==> src/rtl/pc8001_extmem_bridge.sv <==
// rtl/pc8001_extmem_bridge.sv - pc8001 external bus to synchronous SRAM/BRAM request/ack bridge
module pc8001_extmem_bridge #(
  parameter int unsigned SYNC_STAGES  = 2,
  parameter bit          CS1_READONLY = 1'b1,
  parameter logic [7:0]  TIMEOUT      = 8'd255
) (
  input  logic        I_CLK_21M,
  input  logic        I_RESET,
  input  logic [14:0] I_A,
  input  logic [7:0]  I_D,
  input  logic        I_nRD,
  input  logic        I_nWR,
  input  logic        I_nCS1,
  input  logic        I_nCS2,
  output logic [7:0]  O_D,
  output logic        O_D_OE,
  output logic        O_nWAIT,
  output logic [15:0] O_MEM_A,
  output logic [7:0]  O_MEM_WD,
  output logic        O_MEM_WE,
  output logic        O_MEM_REQ,
  input  logic        I_MEM_ACK,
  input  logic [7:0]  I_MEM_Q,
  output logic        O_TIMEOUT
);

  typedef enum logic [1:0] {S_IDLE, S_REQ, S_DONE} state_t;

  state_t state_q, state_d;

  logic [SYNC_STAGES-1:0] nrd_sync_q, nwr_sync_q, ncs1_sync_q, ncs2_sync_q;

  logic [7:0]  cnt_q, cnt_d;
  logic [7:0]  d_q, d_d;
  logic [15:0] a_q, a_d;
  logic [7:0]  wd_q, wd_d;
  logic        we_q, we_d;
  logic        rdir_q, rdir_d;
  logic        to_q, to_d;
  logic        nwait;

  logic rd_s, wr_s, cs1_s, cs2_s;
  logic sel, region, rd, wr;

  // Strobes idle high, so the synchronizers reset to 1 to avoid a phantom access.
  always_ff @(posedge I_CLK_21M) begin
    if (I_RESET) begin
      nrd_sync_q  <= '1;
      nwr_sync_q  <= '1;
      ncs1_sync_q <= '1;
      ncs2_sync_q <= '1;
    end else begin
      nrd_sync_q  <= {nrd_sync_q[SYNC_STAGES-2:0], I_nRD};
      nwr_sync_q  <= {nwr_sync_q[SYNC_STAGES-2:0], I_nWR};
      ncs1_sync_q <= {ncs1_sync_q[SYNC_STAGES-2:0], I_nCS1};
      ncs2_sync_q <= {ncs2_sync_q[SYNC_STAGES-2:0], I_nCS2};
    end
  end

  assign rd_s  = nrd_sync_q[SYNC_STAGES-1];
  assign wr_s  = nwr_sync_q[SYNC_STAGES-1];
  assign cs1_s = ncs1_sync_q[SYNC_STAGES-1];
  assign cs2_s = ncs2_sync_q[SYNC_STAGES-1];

  // nCS1 has priority, so the region bit is only 1 when nCS1 is inactive.
  assign sel    = !cs1_s || !cs2_s;
  assign region = cs1_s;
  assign rd     = sel && !rd_s;
  assign wr     = sel && !wr_s && rd_s;

  always_ff @(posedge I_CLK_21M) begin
    if (I_RESET) begin
      state_q <= S_IDLE;
      cnt_q   <= 8'd0;
      d_q     <= 8'd0;
      a_q     <= 16'd0;
      wd_q    <= 8'd0;
      we_q    <= 1'b0;
      rdir_q  <= 1'b0;
      to_q    <= 1'b0;
    end else begin
      state_q <= state_d;
      cnt_q   <= cnt_d;
      d_q     <= d_d;
      a_q     <= a_d;
      wd_q    <= wd_d;
      we_q    <= we_d;
      rdir_q  <= rdir_d;
      to_q    <= to_d;
    end
  end

  always_comb begin
    state_d = state_q;
    cnt_d   = cnt_q;
    d_d     = d_q;
    a_d     = a_q;
    wd_d    = wd_q;
    we_d    = we_q;
    rdir_d  = rdir_q;
    to_d    = to_q;
    nwait   = 1'b1;
    case (state_q)
      S_IDLE: begin
        if (rd || wr) begin
          nwait  = 1'b0;
          a_d    = {region, I_A};
          wd_d   = I_D;
          we_d   = wr;
          rdir_d = rd;
          if (wr && CS1_READONLY && !region) begin
            state_d = S_DONE;
          end else begin
            state_d = S_REQ;
          end
        end
      end
      S_REQ: begin
        nwait = 1'b0;
        cnt_d = cnt_q + 8'd1;
        // An ack in the final counted cycle still completes normally.
        if (I_MEM_ACK) begin
          if (rdir_q) begin
            d_d = I_MEM_Q;
          end
          state_d = S_DONE;
        end else if (cnt_d == TIMEOUT) begin
          to_d = 1'b1;
          if (rdir_q) begin
            d_d = 8'hFF;
          end
          state_d = S_DONE;
        end
      end
      S_DONE: begin
        if ((rd_s && wr_s) || !sel) begin
          cnt_d   = 8'd0;
          state_d = S_IDLE;
        end
      end
      default: begin
        state_d = S_IDLE;
      end
    endcase
  end

  assign O_D       = d_q;
  assign O_D_OE    = (state_q == S_DONE) && rdir_q;
  assign O_nWAIT   = nwait;
  assign O_MEM_A   = a_q;
  assign O_MEM_WD  = wd_q;
  assign O_MEM_WE  = we_q;
  assign O_MEM_REQ = (state_q == S_REQ);
  assign O_TIMEOUT = to_q;

endmodule
==> config.mk <==
export PLATFORM = sky130hd
export DESIGN_NAME = pc8001_extmem_bridge
export DESIGN_NICKNAME = d
export VERILOG_FILES = /design/src/rtl/pc8001_extmem_bridge.sv
export SDC_FILE = /design/constraint.sdc
export NUM_CORES = 1
export LEC_CHECK = 0
export BUFFER_PORTS_ARGS = -buffer_cell sky130_fd_sc_hd__buf_2
export CAP_MARGIN = 25
export CORE_UTILIZATION = 40
export DETAILED_ROUTE_END_ITERATION = 16
export PLACE_DENSITY = 0.75
export SLEW_MARGIN = 15
export SYNTH_ARGS = -nofsm -noshare
export SYNTH_HDL_FRONTEND = slang
export SYNTH_SLANG_ARGS = --single-unit
export TNS_END_PERCENT = 50
==> constraint.sdc <==
create_clock -name I_CLK_21M -period 1.5 [get_ports I_CLK_21M]
set_input_delay 0.3 -clock I_CLK_21M [delete_from_list [all_inputs] [get_ports I_CLK_21M]]
set_output_delay 0.3 -clock I_CLK_21M [all_outputs]
set_load 0.005 [all_outputs]
==> impl_metrics.py, run 1 <==
metrics = {
    "setup_path": {
        "path_buf_inv": 1,
        "r2r_cells": 6,
        "slowest_delay_ps": 380,
        "worst_ep_arrival_time_ps": 1830,
        "cp_top_family": "compound AO/OA/AOI/OAI gates",
        "crit_path_cell_trace": "ha_4 -> or3b_1 -> o221ai_2 -> a41o_1 -> buf_12 -> o31ai_4",
        "critPathKind": "reg -> reg",
        "cp_max_fo": 10,
        "reg2reg_to": "state_q[0]$_SDFFE_PP0P_",
        "reg2reg_slack_ps": -160,
        "startpoint_type": "register",
        "cp_slowest_cell": "dfxtp_4",
        "critical_path_required_ps": 1670,
        "timing.rr.start": "cnt_q[0]$_SDFFE_PP0P_",
        "cp-end-kind": "register",
    },
    "grt": {
        "grt_pass1_vias": 1815,
        "grt_antenna_before_repair": 0,
        "grt_max_degree": 31,
        "grt.overflow.total": 0,
        "grt_use_total_pct": 16.4,
        "grt_pass1_wl_um": 7970,
    },
    "sta": {
        "slew_violations": 0,
        "tightestPinTransition_ps": 562,
        "finalCritPeriodShare_pct": 111,
        "fin_ws_ps": -164,
        "fin_tns_setup_ps": -1470,
        "max-slew-margin-rel_pct": 62.5,
        "finClkSkew_ps": 7.06,
        "fin_crit_ps": 1660,
        "setup_viol": 11,
        "max_clock_freq_mhz": 601,
        "rsz0062_at_grt": "yes",
        "hold_viol_final": 0,
    },
    "status": {
        "status": "complete, but fails checks",
        "violations": "setup timing",
    },
    "routing": {
        "totalWireLength_um": 4760,
        "dr_total_vias": 2074,
        "drtPass1Iterations": 4,
        "routed_via_density": 4.90,
        "post_drt_wl_per_cell_um": 11.3,
        "route.detailed.drc": 0,
        "drtIter0Drc": 64,
        "antenna_left": 0,
    },
    "clocking": {
        "h-tree-depth": 2,
        "clk_pin_slew_ps": 90,
        "ctsHoldBuffers": 0,
        "clock_latency_ps": 300,
        "cts_buffer_depth": 2,
        "cts-root-buf": "clkbuf_8",
        "cts_setup_buffers": 0,
        "clock_sinks": 53,
        "numCtsBuffers": 5,
        "cts_tree": "yes",
    },
    "cells_and_area": {
        "diodes": 0,
        "nNetsFinal": 392,
        "syn2layout_area_growth_pct": 32.8,
        "most-common-layout-cells": "buf_2 (74), nand2_1 (58), dfxtp_1 (44)",
        "drive_above_1_share_pct": 38.8,
        "stdcell_area_um2": 2970,
        "nFillCells": 473,
        "final_common_cell": "buf_2",
    },
    "hold_path": {
        "hold-path-cell-count": 2,
        "worstHoldPathType": "in -> reg",
        "worstHoldStart": "I_nRD",
        "holdPathEnd": "nrd_sync_q[0]$_SDFF_PP1_",
    },
    "floorplan": {
        "die_area_um2": 5890,
        "die_w_um": 76.8,
        "core.rowCount": 26,
        "start_util_pct": 42.7,
        "die_h_um": 76.8,
        "core_um2": 5240,
        "io_pins": 75,
    },
    "pwr": {
        "p_leak_uw": 0.00128,
        "p_per_area_nw_per_um2": 863,
        "peakVddDrop_mv": 0.524,
    },
    "synth": {
        "yosysSeqAreaShare_pct": 47.5,
        "syn-instance-count": 264,
        "synth-async-reset-ratio_pct": 0,
        "synth_top_flop_cell": "dfxtp_1",
        "netlist_area_um2": 2240,
        "avgSynthCellArea_um2": 8.47,
        "synth_seq_cells": 53,
        "syn_nets": 304,
        "yosys_warnings": 0,
        "ys_types": 48,
        "synth_edf_count": 0,
    },
    "placed_design": {
        "dp_hpwl_um": 3410,
        "place_area_um2": 2830,
        "gp_congestion": 0.768,
        "place.port_buffers": 74,
    },
    "flow_run": {
        "cap_violations": 0,
    },
}
-- sequential cells by signal (all words and copies together) (netlist names) --
register     flops
O_MEM_A         16
O_D              8
O_MEM_WD         8
cnt_q            8
ncs1_sync_q      2
ncs2_sync_q      2
nrd_sync_q       2
nwr_sync_q       2
state_q          2
O_MEM_WE         1
O_TIMEOUT        1
rdir_q           1
-- through the flow --
stage                     power, uW  util, %  instances  setup slack [ps]  hold WS (ps)
final                          2560     56.7        423              -164           184
after global routing           2690     56.7        423              -235           165
after CTS                      2610     56.3        423              -167           170
after detailed placement       1690     54.0        415              -175           393
after global placement         1680     54.0        415              -155           391
after floorplan                1580        -        264             -88.3           389
-- final cells by class --
cell class                      instances  area, um^2  share of cell area [%]
Tap cell                               70        87.6                    2.95
Timing Repair Buffer                   96         561                    18.9
Multi-Input combinational cell        185        1080                    36.5
Clock buffer                            7         108                    3.62
Sequential cell                        53        1080                    36.3
Clock inverter                          1        7.51                   0.253
Inverter                               11        46.3                    1.56
-- power by group --
| part | switching [uW] | internal, uW | total, uW |
|---|---|---|---|
| clock | 435 | 475 | 910 |
| sequential | 19.5 | 1430 | 1450 |
| combinational | 104 | 97.6 | 201 |
-- kinds of logic after synthesis --
group	after synthesis	share of synthesized area, %
flip-flops	53	47.5
buffers and inverters	26	5.82
AND/OR/NAND/NOR	111	23.1
AO/OA/AOI/OAI	69	21.4
adder cells (fa/ha/maj)	2	1.12
XOR/XNOR	3	1.18
-- layer usage --
metal / track usage, % / wire length [um] / share of wire, % / vias to the layer above
met2: 27.7 / 2090 / 44 / 76
met4: 4.42 / 51 / 1.1 / 0
li1: - / - / - / 1071
met3: 3.57 / 298 / 6.3 / 8
met5: 0 / 0 / 0 / -
met1: 21.0 / 2330 / 49 / 919
-- worst max path at each step --
| stage | depth (start not counted) | endpoint | startpoint |
|---|---|---|---|
| 2_1_floorplan | 7 | state_q[0]$_SDFFE_PP0P_ | cnt_q[0]$_SDFFE_PP0P_ |
| 3_3_place_gp | 6 | state_q[0]$_SDFFE_PP0P_ | cnt_q[0]$_SDFFE_PP0P_ |
| 3_5_place_dp | 6 | state_q[0]$_SDFFE_PP0P_ | cnt_q[0]$_SDFFE_PP0P_ |
| 4_1_cts | 6 | state_q[0]$_SDFFE_PP0P_ | cnt_q[0]$_SDFFE_PP0P_ |
| 5_1_grt | 7 | O_D[7]$_SDFFE_PP0P_ | cnt_q[0]$_SDFFE_PP0P_ |
| 6_report | 6 | state_q[0]$_SDFFE_PP0P_ | cnt_q[0]$_SDFFE_PP0P_ |
-- cells in the mapped netlist, drive strengths merged, types with 2 or more instances --
master | n | area share, %
a22oi | 2 | 0.67
nor2 | 24 | 4.0
nor3 | 2 | 0.45
nand3 | 3 | 0.67
or2 | 8 | 2.2
clkbuf | 9 | 1.6
a211oi | 2 | 0.67
dfxtp | 53 | 47
nand2b | 2 | 0.56
a311oi | 8 | 3.1
a31oi | 2 | 0.56
buf | 6 | 2.3
nand2 | 59 | 11
xor2 | 2 | 0.78
and2 | 2 | 0.67
nor2b | 2 | 0.56
o21a | 8 | 2.7
ha | 2 | 1.1
a21oi | 33 | 7.6
inv | 11 | 2.0
o21ai | 6 | 1.3
-- worst reg2reg max path: stages, from the launching register on --
cell and delay, ps:
dfxtp_4 380, ha_4 180, or3b_1 360, o221ai_2 190
a41o_1 240, buf_12 140, o31ai_4 50
-- what timing repair did --
action / 4_1_cts / 5_1_grt
gates cloned: 0 / 0
gates resized for setup: 2 / 10
endpoints found under the setup margin: 14 / 14
pin swaps: 4 / 0
hold endpoints to repair: 0 / 0
Note: power is estimated with default switching activity, not from simulation.
==> run 2: changes to the inputs <==
--- a/config.mk
+++ b/config.mk
@@ -9,7 +9,9 @@
 export CAP_MARGIN = 25
 export CORE_UTILIZATION = 40
 export DETAILED_ROUTE_END_ITERATION = 16
+export GPL_ROUTABILITY_DRIVEN = 0
 export PLACE_DENSITY = 0.75
+export REMOVE_ABC_BUFFERS = 1
 export SLEW_MARGIN = 15
 export SYNTH_ARGS = -nofsm -noshare
 export SYNTH_HDL_FRONTEND = slang
==> run 2 against run 1 <==
Effect of this change: flip-flop and latch count stayed put; the flow still finishes with violations (setup timing); sequential share of layout area is 0.39 points lower; critical endpoint is now O_D[5]$_SDFFE_PP0P_; sequential power hardly changed; die area stayed put; clock power is 13% lower; wire length is 10% higher; cell count is 1.2% higher; fmax is 5.1% lower; largest cell class unchanged; critical path type unchanged.
==> impl_metrics.py, run 2 (synthesized netlist as in run 1, its figures left out) <==
metrics = {
    "status": {
        "status": "complete, but fails checks",
        "violations": "setup timing",
    },
    "setup_path": {
        "setup.worst_path.end": "O_D[5]$_SDFFE_PP0P_",
        "timing.rr.start": "cnt_q[1]$_SDFFE_PP0P_",
        "worst_ep_arrival_time_ps": 1950,
        "crit_path_start": "cnt_q[1]$_SDFFE_PP0P_",
        "crit_path_cell_trace": "ha_4 -> and4b_1 -> o211ai_2 -> o221ai_2 -> a41o_1 -> buf_6 -> o21a_1",
        "slowest_delay_ps": 380,
        "critical_path_required_ps": 1700,
        "critPathKind": "reg -> reg",
        "cp_slowest_cell": "dfxtp_4",
        "startpoint_type": "register",
        "cp_max_fo": 8,
        "reg2reg_slack_ps": -250,
        "r2r_cells": 7,
        "reg2reg_to": "O_D[5]$_SDFFE_PP0P_",
        "cp-end-kind": "register",
    },
    "floorplan": {
        "core.rowCount": 26,
        "die_h_um": 76.8,
        "core_um2": 5240,
        "start_util_pct": 42.7,
        "die_area_um2": 5890,
        "io_pins": 75,
        "die_w_um": 76.8,
    },
    "pwr": {
        "p_per_area_nw_per_um2": 818,
        "p_comb_share_pct": 8.3,
        "peakVddDrop_mv": 0.733,
        "sequentialPowerShare_pct": 59.3,
        "power_switching_uw": 585,
        "p_clk_share_pct": 32.4,
        "internal-power_uw": 1860,
        "total_power_uw": 2450,
        "p_leak_uw": 0.00131,
        "swShare_pct": 23.9,
    },
    "routing": {
        "drtIter0Drc": 103,
        "drtPass1Iterations": 4,
        "dr_total_vias": 2154,
        "antenna_left": 0,
        "routed_via_density": 5.03,
        "post_drt_wl_per_cell_um": 12.3,
        "route.detailed.drc": 0,
        "totalWireLength_um": 5250,
    },
    "sta": {
        "timing.hold.ws_ps": 174,
        "hold_viol_final": 0,
        "slew_violations": 0,
        "fin_crit_ps": 1750,
        "max-slew-margin-rel_pct": 59.0,
        "finalCritPeriodShare_pct": 117,
        "rsz0062_at_grt": "yes",
        "finClkSkew_ps": 9.56,
        "tightestPinTransition_ps": 615,
        "fin_ws_ps": -254,
        "max_clock_freq_mhz": 570,
        "setup_viol": 11,
    },
    "cells_and_area": {
        "stdcell_area_um2": 2990,
        "largest_reg_flops": 16,
        "instances_no_fill": 428,
        "final_common_cell": "buf_2",
        "nFillCells": 480,
        "nNetsFinal": 397,
        "most-common-layout-cells": "buf_2 (74), nand2_1 (57), dfxtp_1 (46)",
        "drive_above_1_share_pct": 39.9,
        "syn2layout_area_growth_pct": 33.9,
        "diodes": 0,
        "final_util_pct": 57.2,
    },
    "placed_design": {
        "place_area_um2": 2790,
        "dp_hpwl_um": 3540,
        "place_inst": 415,
        "place.port_buffers": 74,
    },
    "grt": {
        "grt_antenna_before_repair": 0,
        "grt.overflow.total": 0,
        "grt_pass1_vias": 1932,
        "grt_max_degree": 35,
        "grt_pass1_wl_um": 8470,
        "grt_use_total_pct": 17.5,
    },
    "clocking": {
        "clock_sinks": 53,
        "cts-root-buf": "clkbuf_8",
        "cts_tree": "yes",
        "cts_buffer_depth": 2,
        "numCtsBuffers": 5,
        "clock_latency_ps": 300,
        "clk_pin_slew_ps": 90,
        "h-tree-depth": 2,
    },
    "hold_path": {
        "worstHoldPathType": "in -> reg",
    },
    "flow_run": {
        "cap_violations": 0,
    },
}
[run 2: cell count changes in the layout (fill, tap and decap cells not counted), sizes merged]
cell	before	now
inv	11	12
clkinv	0	1
clkinvlp	1	0
buf	96	101
clkbuf	7	6
[run 2: what timing repair did]
action | in CTS | in global routing
resized for setup | 17 | 10
hold buffers | 0 | 0
hold endpoints to repair | 0 | 0
buffers inserted | 2 | 3
pin swaps | 13 | 14
endpoints found under the setup margin | 14 | 14
[run 2: area by class of cell]
type | instances | area [um^2] | share of cell area (%)
inverter | 11 | 46.3 | 1.55
sequential | 53 | 1070 | 35.9
multi-input combinational | 185 | 1100 | 36.7
timing repair buffer | 101 | 601 | 20.1
tap | 70 | 87.6 | 2.93
clock buffer | 6 | 72.6 | 2.42
clock inverter | 2 | 13.8 | 0.460
[run 2: worst max-delay path: cells and delay by family (launching register included)]
| kind | cells | cell delay [ps] |
|---|---|---|
| AO/OA/AOI/OAI | 4 | 760 |
| buffers and inverters | 1 | 150 |
| flip-flops | 1 | 380 |
| AND/OR/NAND/NOR | 1 | 190 |
| adder cells (fa/ha/maj) | 1 | 170 |
[run 2: power groups by stage]
stage                     registers (uW)  logic, uW  clock network [uW]
after CTS                           1450        202                 823
after floorplan                     1490       70.4                   0
final                               1450        203                 794
after detailed placement            1490        197                   0
after global routing                1460        226                 872
after global placement              1480        193                   0
[run 2: metal layers]
layer  part of all wire, %  GRT usage (%)
met3                   3.9           3.21
met1                    43           20.8
met4                   2.8           8.65
met5                     0              0
met2                    51           30.2
[run 2: worst min path at each step]
| stage | start | to | slack [ps] | cells after the start |
|---|---|---|---|---|
| final | I_nWR | nwr_sync_q[0]$_SDFF_PP1_ | 170 | 2 |
| after global routing | I_nWR | nwr_sync_q[0]$_SDFF_PP1_ | 160 | 2 |
| after floorplan | I_RESET | O_MEM_A[0]$_SDFFE_PP0P_ | 370 | 1 |
| after global placement | nwr_sync_q[0]$_SDFF_PP1_ | nwr_sync_q[1]$_SDFF_PP1_ | 390 | 1 |
| after detailed placement | nwr_sync_q[0]$_SDFF_PP1_ | nwr_sync_q[1]$_SDFF_PP1_ | 390 | 1 |
| after CTS | I_nWR | nwr_sync_q[0]$_SDFF_PP1_ | 160 | 2 |
[run 2: metrics by stage]
stage               setup WS, ps  setup TNS [ps]
floorplan                   -217           -2210
global placement            -181           -1830
detailed placement          -279           -2770
CTS                         -237           -2300
global route                -294           -3130
finish                      -254           -2580
